==> config.mk <==
export PLATFORM = sky130hd
export DESIGN_NAME = note_encoder_flat
export DESIGN_NICKNAME = d
export VERILOG_FILES = /design/src/rtl/note_encoder_pkg.sv /design/src/rtl/note_encoder_if.sv /design/src/rtl/note_encoder_debounce.sv /design/src/rtl/note_encoder.sv /design/src/flat_wrapper.sv
export SDC_FILE = /design/constraint.sdc
export NUM_CORES = 1
export LEC_CHECK = 0
export CAP_MARGIN = 20
export CORE_AREA = 4 4 184 186
export CTS_CLUSTER_SIZE = 16
export DETAILED_ROUTE_END_ITERATION = 10
export DIE_AREA = 0 0 188 190
export PLACE_DENSITY = 0.63
export SLEW_MARGIN = 5
export SYNTH_ARGS = -nofsm -noshare
export SYNTH_HDL_FRONTEND = slang
export SYNTH_HIERARCHICAL = 1
export SYNTH_SLANG_ARGS = --single-unit
==> constraint.sdc <==
create_clock -name clk -period 2.35 [get_ports clk]
set_input_delay 0.3525 -clock clk [delete_from_list [all_inputs] [get_ports clk]]
set_output_delay 0.3525 -clock clk [all_outputs]
set_load 0.02 [all_outputs]
==> src/rtl/note_encoder_pkg.sv <==
// Shared display/note definitions: note codes, octave limits, payload type and encoder state encoding.
package note_encoder_pkg;

    localparam int unsigned NUM_KEYS = 12;
    localparam int unsigned NOTE_W   = 4;
    localparam int unsigned OCT_W    = 2;

    localparam logic [NOTE_W-1:0] NOTE_NONE = 4'd0;
    localparam logic [NOTE_W-1:0] NOTE_A    = 4'd1;
    localparam logic [NOTE_W-1:0] NOTE_AS   = 4'd2;
    localparam logic [NOTE_W-1:0] NOTE_B    = 4'd3;
    localparam logic [NOTE_W-1:0] NOTE_C    = 4'd4;
    localparam logic [NOTE_W-1:0] NOTE_CS   = 4'd5;
    localparam logic [NOTE_W-1:0] NOTE_D    = 4'd6;
    localparam logic [NOTE_W-1:0] NOTE_DS   = 4'd7;
    localparam logic [NOTE_W-1:0] NOTE_E    = 4'd8;
    localparam logic [NOTE_W-1:0] NOTE_F    = 4'd9;
    localparam logic [NOTE_W-1:0] NOTE_FS   = 4'd10;
    localparam logic [NOTE_W-1:0] NOTE_G    = 4'd11;
    localparam logic [NOTE_W-1:0] NOTE_GS   = 4'd12;

    localparam logic [OCT_W-1:0] OCT_MIN = 2'd0;
    localparam logic [OCT_W-1:0] OCT_MAX = 2'd3;

    typedef enum logic {
        ST_IDLE = 1'b0,
        ST_REQ  = 1'b1
    } enc_state_e;

    typedef struct packed {
        logic [NOTE_W-1:0] note;
        logic [OCT_W-1:0]  octave;
    } glyph_t;

    // Lowest pressed key wins; no key pressed yields NOTE_NONE.
    function automatic logic [NOTE_W-1:0] lowest_note(input logic [NUM_KEYS-1:0] k);
        logic [NOTE_W-1:0] n;
        n = NOTE_NONE;
        for (int i = NUM_KEYS - 1; i >= 0; i--) begin
            if (k[i]) n = NOTE_W'(i + 1);
        end
        return n;
    endfunction

endpackage

==> src/rtl/note_encoder_if.sv <==
// Note/octave publish channel between the encoder and the glyph-drawing stage.
interface note_encoder_if;
    import note_encoder_pkg::*;

    logic [NOTE_W-1:0] note;
    logic [OCT_W-1:0]  octave;
    logic              redraw_req;
    logic              redraw_ack;

    modport master (output note, output octave, output redraw_req, input redraw_ack);
    modport slave  (input note, input octave, input redraw_req, output redraw_ack);
endinterface

==> src/rtl/note_encoder_debounce.sv <==
// Two-flop synchronizer plus saturating stability counter for one raw button input.
module debounce #(
    parameter int unsigned DEBOUNCE_CYCLES = 250000
) (
    input  logic clk,
    input  logic reset,
    input  logic raw,
    output logic level
);

    localparam int unsigned CNT_W = (DEBOUNCE_CYCLES < 1) ? 1 : $clog2(DEBOUNCE_CYCLES + 1);
    localparam logic [CNT_W-1:0] CNT_MAX = CNT_W'(DEBOUNCE_CYCLES);

    logic [1:0]       sync_q;
    logic [CNT_W-1:0] cnt_q;

    // Level flips on the cycle the counter reaches CNT_MAX; any agreeing cycle restarts it.
    always_ff @(posedge clk or negedge reset) begin
        if (!reset) begin
            sync_q <= 2'b00;
            cnt_q  <= '0;
            level  <= 1'b0;
        end else begin
            sync_q <= {sync_q[0], raw};
            if (sync_q[1] == level) begin
                cnt_q <= '0;
            end else if (cnt_q != CNT_MAX) begin
                cnt_q <= cnt_q + CNT_W'(1);
                if (cnt_q == CNT_MAX - CNT_W'(1)) level <= sync_q[1];
            end
        end
    end

endmodule

==> src/rtl/note_encoder.sv <==
// Debounces keys/octave buttons, encodes the lowest pressed note and publishes note/octave with a redraw handshake.
module note_encoder
    import note_encoder_pkg::*;
#(
    parameter int unsigned DEBOUNCE_CYCLES = 250000
) (
    input  logic                clk,
    input  logic                reset,
    input  logic [NUM_KEYS-1:0] keys,
    input  logic                oct_up,
    input  logic                oct_down,
    note_encoder_if.master      disp
);

    localparam int unsigned NUM_IN = NUM_KEYS + 2;

    logic [NUM_IN-1:0] raw;
    logic [NUM_IN-1:0] level;

    assign raw = {oct_down, oct_up, keys};

    for (genvar g = 0; g < NUM_IN; g++) begin : g_deb
        debounce #(.DEBOUNCE_CYCLES(DEBOUNCE_CYCLES)) u_deb (
            .clk   (clk),
            .reset (reset),
            .raw   (raw[g]),
            .level (level[g])
        );
    end

    logic up_level, dn_level, up_prev_q, dn_prev_q, up_rise, dn_rise;
    logic [OCT_W-1:0] cand_oct_q;

    assign up_level = level[NUM_KEYS];
    assign dn_level = level[NUM_KEYS+1];
    assign up_rise  = up_level & ~up_prev_q;
    assign dn_rise  = dn_level & ~dn_prev_q;

    // Candidate octave moves only on a lone debounced rising edge, saturating at the limits.
    always_ff @(posedge clk or negedge reset) begin
        if (!reset) begin
            up_prev_q  <= 1'b0;
            dn_prev_q  <= 1'b0;
            cand_oct_q <= OCT_MIN;
        end else begin
            up_prev_q <= up_level;
            dn_prev_q <= dn_level;
            if (up_rise && !dn_rise && cand_oct_q != OCT_MAX) begin
                cand_oct_q <= cand_oct_q + OCT_W'(1);
            end else if (dn_rise && !up_rise && cand_oct_q != OCT_MIN) begin
                cand_oct_q <= cand_oct_q - OCT_W'(1);
            end
        end
    end

    glyph_t     cand_c;
    glyph_t     pub_q, pub_d;
    logic       req_q, req_d;
    enc_state_e state_q, state_d;

    assign cand_c.note   = lowest_note(level[NUM_KEYS-1:0]);
    assign cand_c.octave = cand_oct_q;

    // Publish handshake: values are frozen while a redraw is outstanding.
    always_comb begin
        state_d = state_q;
        pub_d   = pub_q;
        req_d   = req_q;
        case (state_q)
            ST_IDLE: begin
                if (cand_c != pub_q) begin
                    pub_d   = cand_c;
                    req_d   = 1'b1;
                    state_d = ST_REQ;
                end
            end
            ST_REQ: begin
                if (disp.redraw_ack) begin
                    req_d   = 1'b0;
                    state_d = ST_IDLE;
                end
            end
            default: begin
                req_d   = 1'b0;
                state_d = ST_IDLE;
            end
        endcase
    end

    always_ff @(posedge clk or negedge reset) begin
        if (!reset) begin
            state_q <= ST_IDLE;
            pub_q   <= '{note: NOTE_NONE, octave: OCT_MIN};
            req_q   <= 1'b0;
        end else begin
            state_q <= state_d;
            pub_q   <= pub_d;
            req_q   <= req_d;
        end
    end

    assign disp.note       = pub_q.note;
    assign disp.octave     = pub_q.octave;
    assign disp.redraw_req = req_q;

endmodule

==> src/flat_wrapper.sv <==
// flat-port wrapper written by rule: the top's interface ports become plain ports
module note_encoder_flat import note_encoder_pkg::*;
#(
    parameter int unsigned DEBOUNCE_CYCLES = 250000
)
  (clk, reset, keys, oct_up, oct_down, disp_note, disp_octave, disp_redraw_req, disp_redraw_ack);
  note_encoder_if disp_i ();
  input  logic clk;
  input  logic reset;
  input  logic [NUM_KEYS-1:0] keys;
  input  logic oct_up;
  input  logic oct_down;
  output wire logic [$bits(disp_i.note)-1:0] disp_note;
  output wire logic [$bits(disp_i.octave)-1:0] disp_octave;
  output wire logic [$bits(disp_i.redraw_req)-1:0] disp_redraw_req;
  input wire logic [$bits(disp_i.redraw_ack)-1:0] disp_redraw_ack;
  assign disp_note = disp_i.note;
  assign disp_octave = disp_i.octave;
  assign disp_redraw_req = disp_i.redraw_req;
  assign disp_i.redraw_ack = disp_redraw_ack;
  note_encoder #(.DEBOUNCE_CYCLES(DEBOUNCE_CYCLES)) u_core (.clk(clk), .reset(reset), .keys(keys), .oct_up(oct_up), .oct_down(oct_down), .disp(disp_i));
endmodule
==> results.txt <==
- Antenna cells: 0
* Highest achievable clock rate: 0.456 GHz
* Worst ir drop on vdd: 0.542 mV
- Multi-input combinational cell area: 0.00786 mm²
- For this run, the number of Yosys warnings is 6.
- The worst setup path is launched from a flop.
- The startpoint identified for the worst register-to-register timing path is u_core/g_deb[9].u_deb/level$_DFFE_PN0P_.
- Along the worst hold path, the cell count comes to 1.
* Maximum buffer depth of the clock tree: 3
- TritonCTS clock tree: built
- The first global-routing pass estimated 55.0 mm of wire.
* Largest net degree at the start of global routing: 75
- # port buffers: 23
* Placeable core area: 0.0323 mm²
* Estimated wirelength of the detail-placed design: 20.9 mm
* Crit path launch: u_core/g_deb[9].u_deb/level$_DFFE_PN0P_
- Placer's final routability congestion estimate: 0.835
- Die outline height: 190 µm
* Share of cells above drive strength 1: 11.4%
* Post-route total power: 11.5 mW
* Final number of setup-violating endpoints: 0
* Launch instance of the worst min-delay path: keys[3]
- Global routing usage summed across all routing layers: 17.7%
* Number of nets produced by synthesis: 1641
- Fraction of synthesis flops using an asynchronous set or reset pin: 100%
- Die outline width: 188 µm
- Cell variety after synth: 45
* Count of flip-flops with a built-in enable after synthesis: 0
* Data arrival time of the worst path: 2590 ps
- Most used standard cells in the synthesized netlist: 306 x sky130_fd_sc_hd__dfrtp_1, 159 x sky130_fd_sc_hd__nor2_1, 116 x sky130_fd_sc_hd__a21oi_1, 101 x sky130_fd_sc_hd__xor2_1, 100 x sky130_fd_sc_hd__nand3_1
* Leading post-synthesis cells by cell area: sky130_fd_sc_hd__dfrtp_1 48%, sky130_fd_sc_hd__xor2_1 5.6%, sky130_fd_sc_hd__nor2_1 3.8%
- The most used flip-flop cell after synthesis is sky130_fd_sc_hd__dfrtp_1.
- Measured in cells, the most critical reg-to-reg path has a length of 6.
* Number of clock sinks: 306
* Setup slack on the worst flop-to-flop path: 160 ps
- Library cell with the largest summed area after synthesis: sky130_fd_sc_hd__dfrtp_1
- For this configuration, the core starts out at a cell density of 49.2%.
* Die ar.: 0.0357 mm²
- By instance count, the leading cell after synthesis is sky130_fd_sc_hd__dfrtp_1.
- The worst setup path is captured at a flop.
- Relative to the synthesized area, the layout overhead comes to 12.8%.
* Number of vias per cell: 5.66
- The analysis attributes to cell leakage a power of 7.35 nW.
- The endpoint identified for the worst register-to-register timing path is u_core/disp.octave[0]$_DFFE_PN0P_.
- Dividing total power by cell area gives a power density of 645 mW/mm².
* Synth Area per Inst: 9.95 µm²
- The max-slew violation count came to 0.
- Period minus WS final: 2190 ps
- For hold timing, the worst endpoint is u_core/g_deb[3].u_deb/sync_q[0]$_DFF_PN0_.
* Share of the yosys chip area belonging to registers: 48.2%
* Setup bufs post-CTS: 0
- The clock reaches the later pin of the worst-skew pair after 520 ps.
* TNS Setup: 0 ps
- Post-route clock period utilization: 93.3%
- Wires add up to 31.5 mm.
* Final-report hold violation count: 0
* Final Core Density: 55.5%
- Layout Nets: 1673
- Cell at the root of the clock tree: sky130_fd_sc_hd__clkbuf_16
- The worst setup path is of the reg2reg kind.
- Dividing the detail-routed wire length by the instance count gives 15.0 µm.
- Required time at the endpoint of the critical path: 2750 ps
- The first TritonRoute pass finished after 5 iterations.
* Inserted Clock Buffers: 36
- Once detail routing completed, the nets flagged for antenna violations numbered 0.
* Initial antenna violation count: 0
* Grt total ovfl: 0
- Row generation in the floorplan step produced 66 rows.
- The layout has 2839 filler cells.
- Area fraction of the dominant cell type after synthesis: 48.2%
* Setup repair after global routing missed its margin: false
* Register cell area after layout: 0.00766 mm²
- For the pin with the worst max-slew slack, the measured transition is 569 ps.
* CP max FO: 5
* Number of global-route vias before repair: 11600
- In the routed design, unresolved DRC markers number 0.
- Across the routed clock network, the largest skew measured is 20.2 ps.
- After synthesis the netlist holds a flip-flop and latch count of 306.
- Clock transition at path regs: 60 ps
* Routed via count: 11900
* Path type of the worst min-delay path: in2reg
- The run finished with clean final reports.
* Relative slew margins: 61.6%
- Max-capacitance violation count: 0
- Total standard cell area after synthesis: 0.0159 mm²
* Initial detailed-routing violation count: 737
- Count of boundary I/O pins: 24
- After technology mapping, the gate count stands at 1596.
- The clock tree synthesis step divided the H-tree into 2 levels.
final cells by class:
cell class | instances | share of cell area [%]
clock buffer | 53 | 6.02
tap | 442 | 3.09
inverter | 33 | 0.692
clock inverter | 12 | 0.866
timing repair buffer | 51 | 2.71
multi-input combinational | 1200 | 43.9
sequential | 306 | 42.8
critical path, cell delays in order (launching register included):
cell and delay, ps:
sky130_fd_sc_hd__dfrtp_1 420, sky130_fd_sc_hd__or4_4 500, sky130_fd_sc_hd__o211ai_2 190, sky130_fd_sc_hd__xnor2_1 120, sky130_fd_sc_hd__a2111oi_4 340, sky130_fd_sc_hd__a31oi_1 170
sky130_fd_sc_hd__mux2_1 330
cells by family (layout without fill, tap and decap cells):
group	after synthesis	count (layout)	share of synthesized area [%]
compound gates	231	231	8.06
xor+xnor	159	159	8.77
fa+ha+maj	28	28	2.21
buf+inv	90	149	2.35
flops	306	306	48.2
mux	17	17	1.20
simple gates	765	765	29.2
power by group:
group	switching, mW	internal (mW)	total [mW]
logic	0.271	0.145	0.416
registers	0.0913	5.35	5.44
clock network	2.17	3.52	5.69
sequential cells by signal (all words and copies together) (netlist names):
| register | count |
|---|---|
| u_core/cand_oct_q | 2 |
| u_core/disp.note | 4 |
| u_core/disp.octave | 2 |
| u_core/disp.redraw_req | 1 |
| u_core/dn_prev_q | 1 |
| u_core/g_deb.u_deb/cnt_q | 252 |
| u_core/g_deb.u_deb/level | 14 |
| u_core/g_deb.u_deb/sync_q | 28 |
| u_core/state_q | 1 |
| u_core/up_prev_q | 1 |
metrics by stage:
stage,instances,setup WS (ps),area [µm²],hold slack [ps]
after floorplan,1596,205,15900,56.9
after global placement,2031,138,16700,263
after detailed placement,2031,92.1,16700,261
after CTS,2097,83.4,17900,240
after global routing,2097,59.1,17900,258
final,2097,157,17900,268
worst max-delay path by stage:
| stage | endpoint | depth (start not counted) |
|---|---|---|
| after global placement | u_core/disp.octave[1]$_DFFE_PN0P_ | 6 |
| after global routing | u_core/disp.octave[1]$_DFFE_PN0P_ | 6 |
| after floorplan | u_core/disp.octave[0]$_DFFE_PN0P_ | 6 |
| after CTS | u_core/disp.octave[0]$_DFFE_PN0P_ | 6 |
| after detailed placement | u_core/disp.octave[0]$_DFFE_PN0P_ | 6 |
| final | u_core/disp.octave[0]$_DFFE_PN0P_ | 6 |
cell usage in the layout (no fill, tap or decap), types with 6 or more instances in the layout:
| cell | instances |
|---|---|
| sky130_fd_sc_hd__dfrtp_1 | 306 |
| sky130_fd_sc_hd__nor2_1 | 159 |
| sky130_fd_sc_hd__a21oi_1 | 116 |
| sky130_fd_sc_hd__xor2_1 | 101 |
| sky130_fd_sc_hd__nand3_1 | 100 |
| sky130_fd_sc_hd__nand4_1 | 84 |
| sky130_fd_sc_hd__o21ai_0 | 77 |
| sky130_fd_sc_hd__nand2_1 | 77 |
| sky130_fd_sc_hd__xnor2_1 | 58 |
| sky130_fd_sc_hd__nor3_1 | 57 |
| sky130_fd_sc_hd__and4_1 | 42 |
| sky130_fd_sc_hd__clkbuf_16 | 38 |
| sky130_fd_sc_hd__inv_1 | 33 |
| sky130_fd_sc_hd__nor3b_1 | 29 |
| sky130_fd_sc_hd__or3_2 | 28 |
| sky130_fd_sc_hd__o31ai_1 | 28 |
| sky130_fd_sc_hd__or4_1 | 28 |
| sky130_fd_sc_hd__ha_1 | 28 |
| sky130_fd_sc_hd__buf_4 | 24 |
| sky130_fd_sc_hd__clkdlybuf4s50_1 | 22 |
| sky130_fd_sc_hd__nand2b_1 | 16 |
| sky130_fd_sc_hd__nor2b_1 | 16 |
| sky130_fd_sc_hd__and2_1 | 14 |
| sky130_fd_sc_hd__and4bb_2 | 14 |
| sky130_fd_sc_hd__nor4b_1 | 14 |
| sky130_fd_sc_hd__and3_1 | 14 |
| sky130_fd_sc_hd__nor4_1 | 14 |
| sky130_fd_sc_hd__and4_4 | 14 |
| sky130_fd_sc_hd__nand4_4 | 14 |
| sky130_fd_sc_hd__and3_2 | 14 |
| sky130_fd_sc_hd__mux2_2 | 14 |
| sky130_fd_sc_hd__or3_1 | 14 |
| sky130_fd_sc_hd__clkbuf_1 | 8 |
| sky130_fd_sc_hd__clkbuf_8 | 7 |
| sky130_fd_sc_hd__clkinv_2 | 6 |
metal layers:
| layer | vias to the layer above | routed length, µm | GRT usage [%] |
|---|---|---|---|
| li1 | 5868 | - | - |
| met3 | 53 | 1140 | 3.27 |
| met1 | 5807 | 15400 | 24.7 |
| met5 | - | 0 | 0 |
| met2 | 133 | 14200 | 28.2 |
| met4 | 0 | 757 | 5.25 |
repair_timing:
item,4_1_cts,5_1_grt
hold endpoints to repair,30,0
hold buffers,1,0
endpoints found under the setup margin,0,2
gates resized for setup,0,2
No activity file was read; power rests on OpenSTA's default activity.
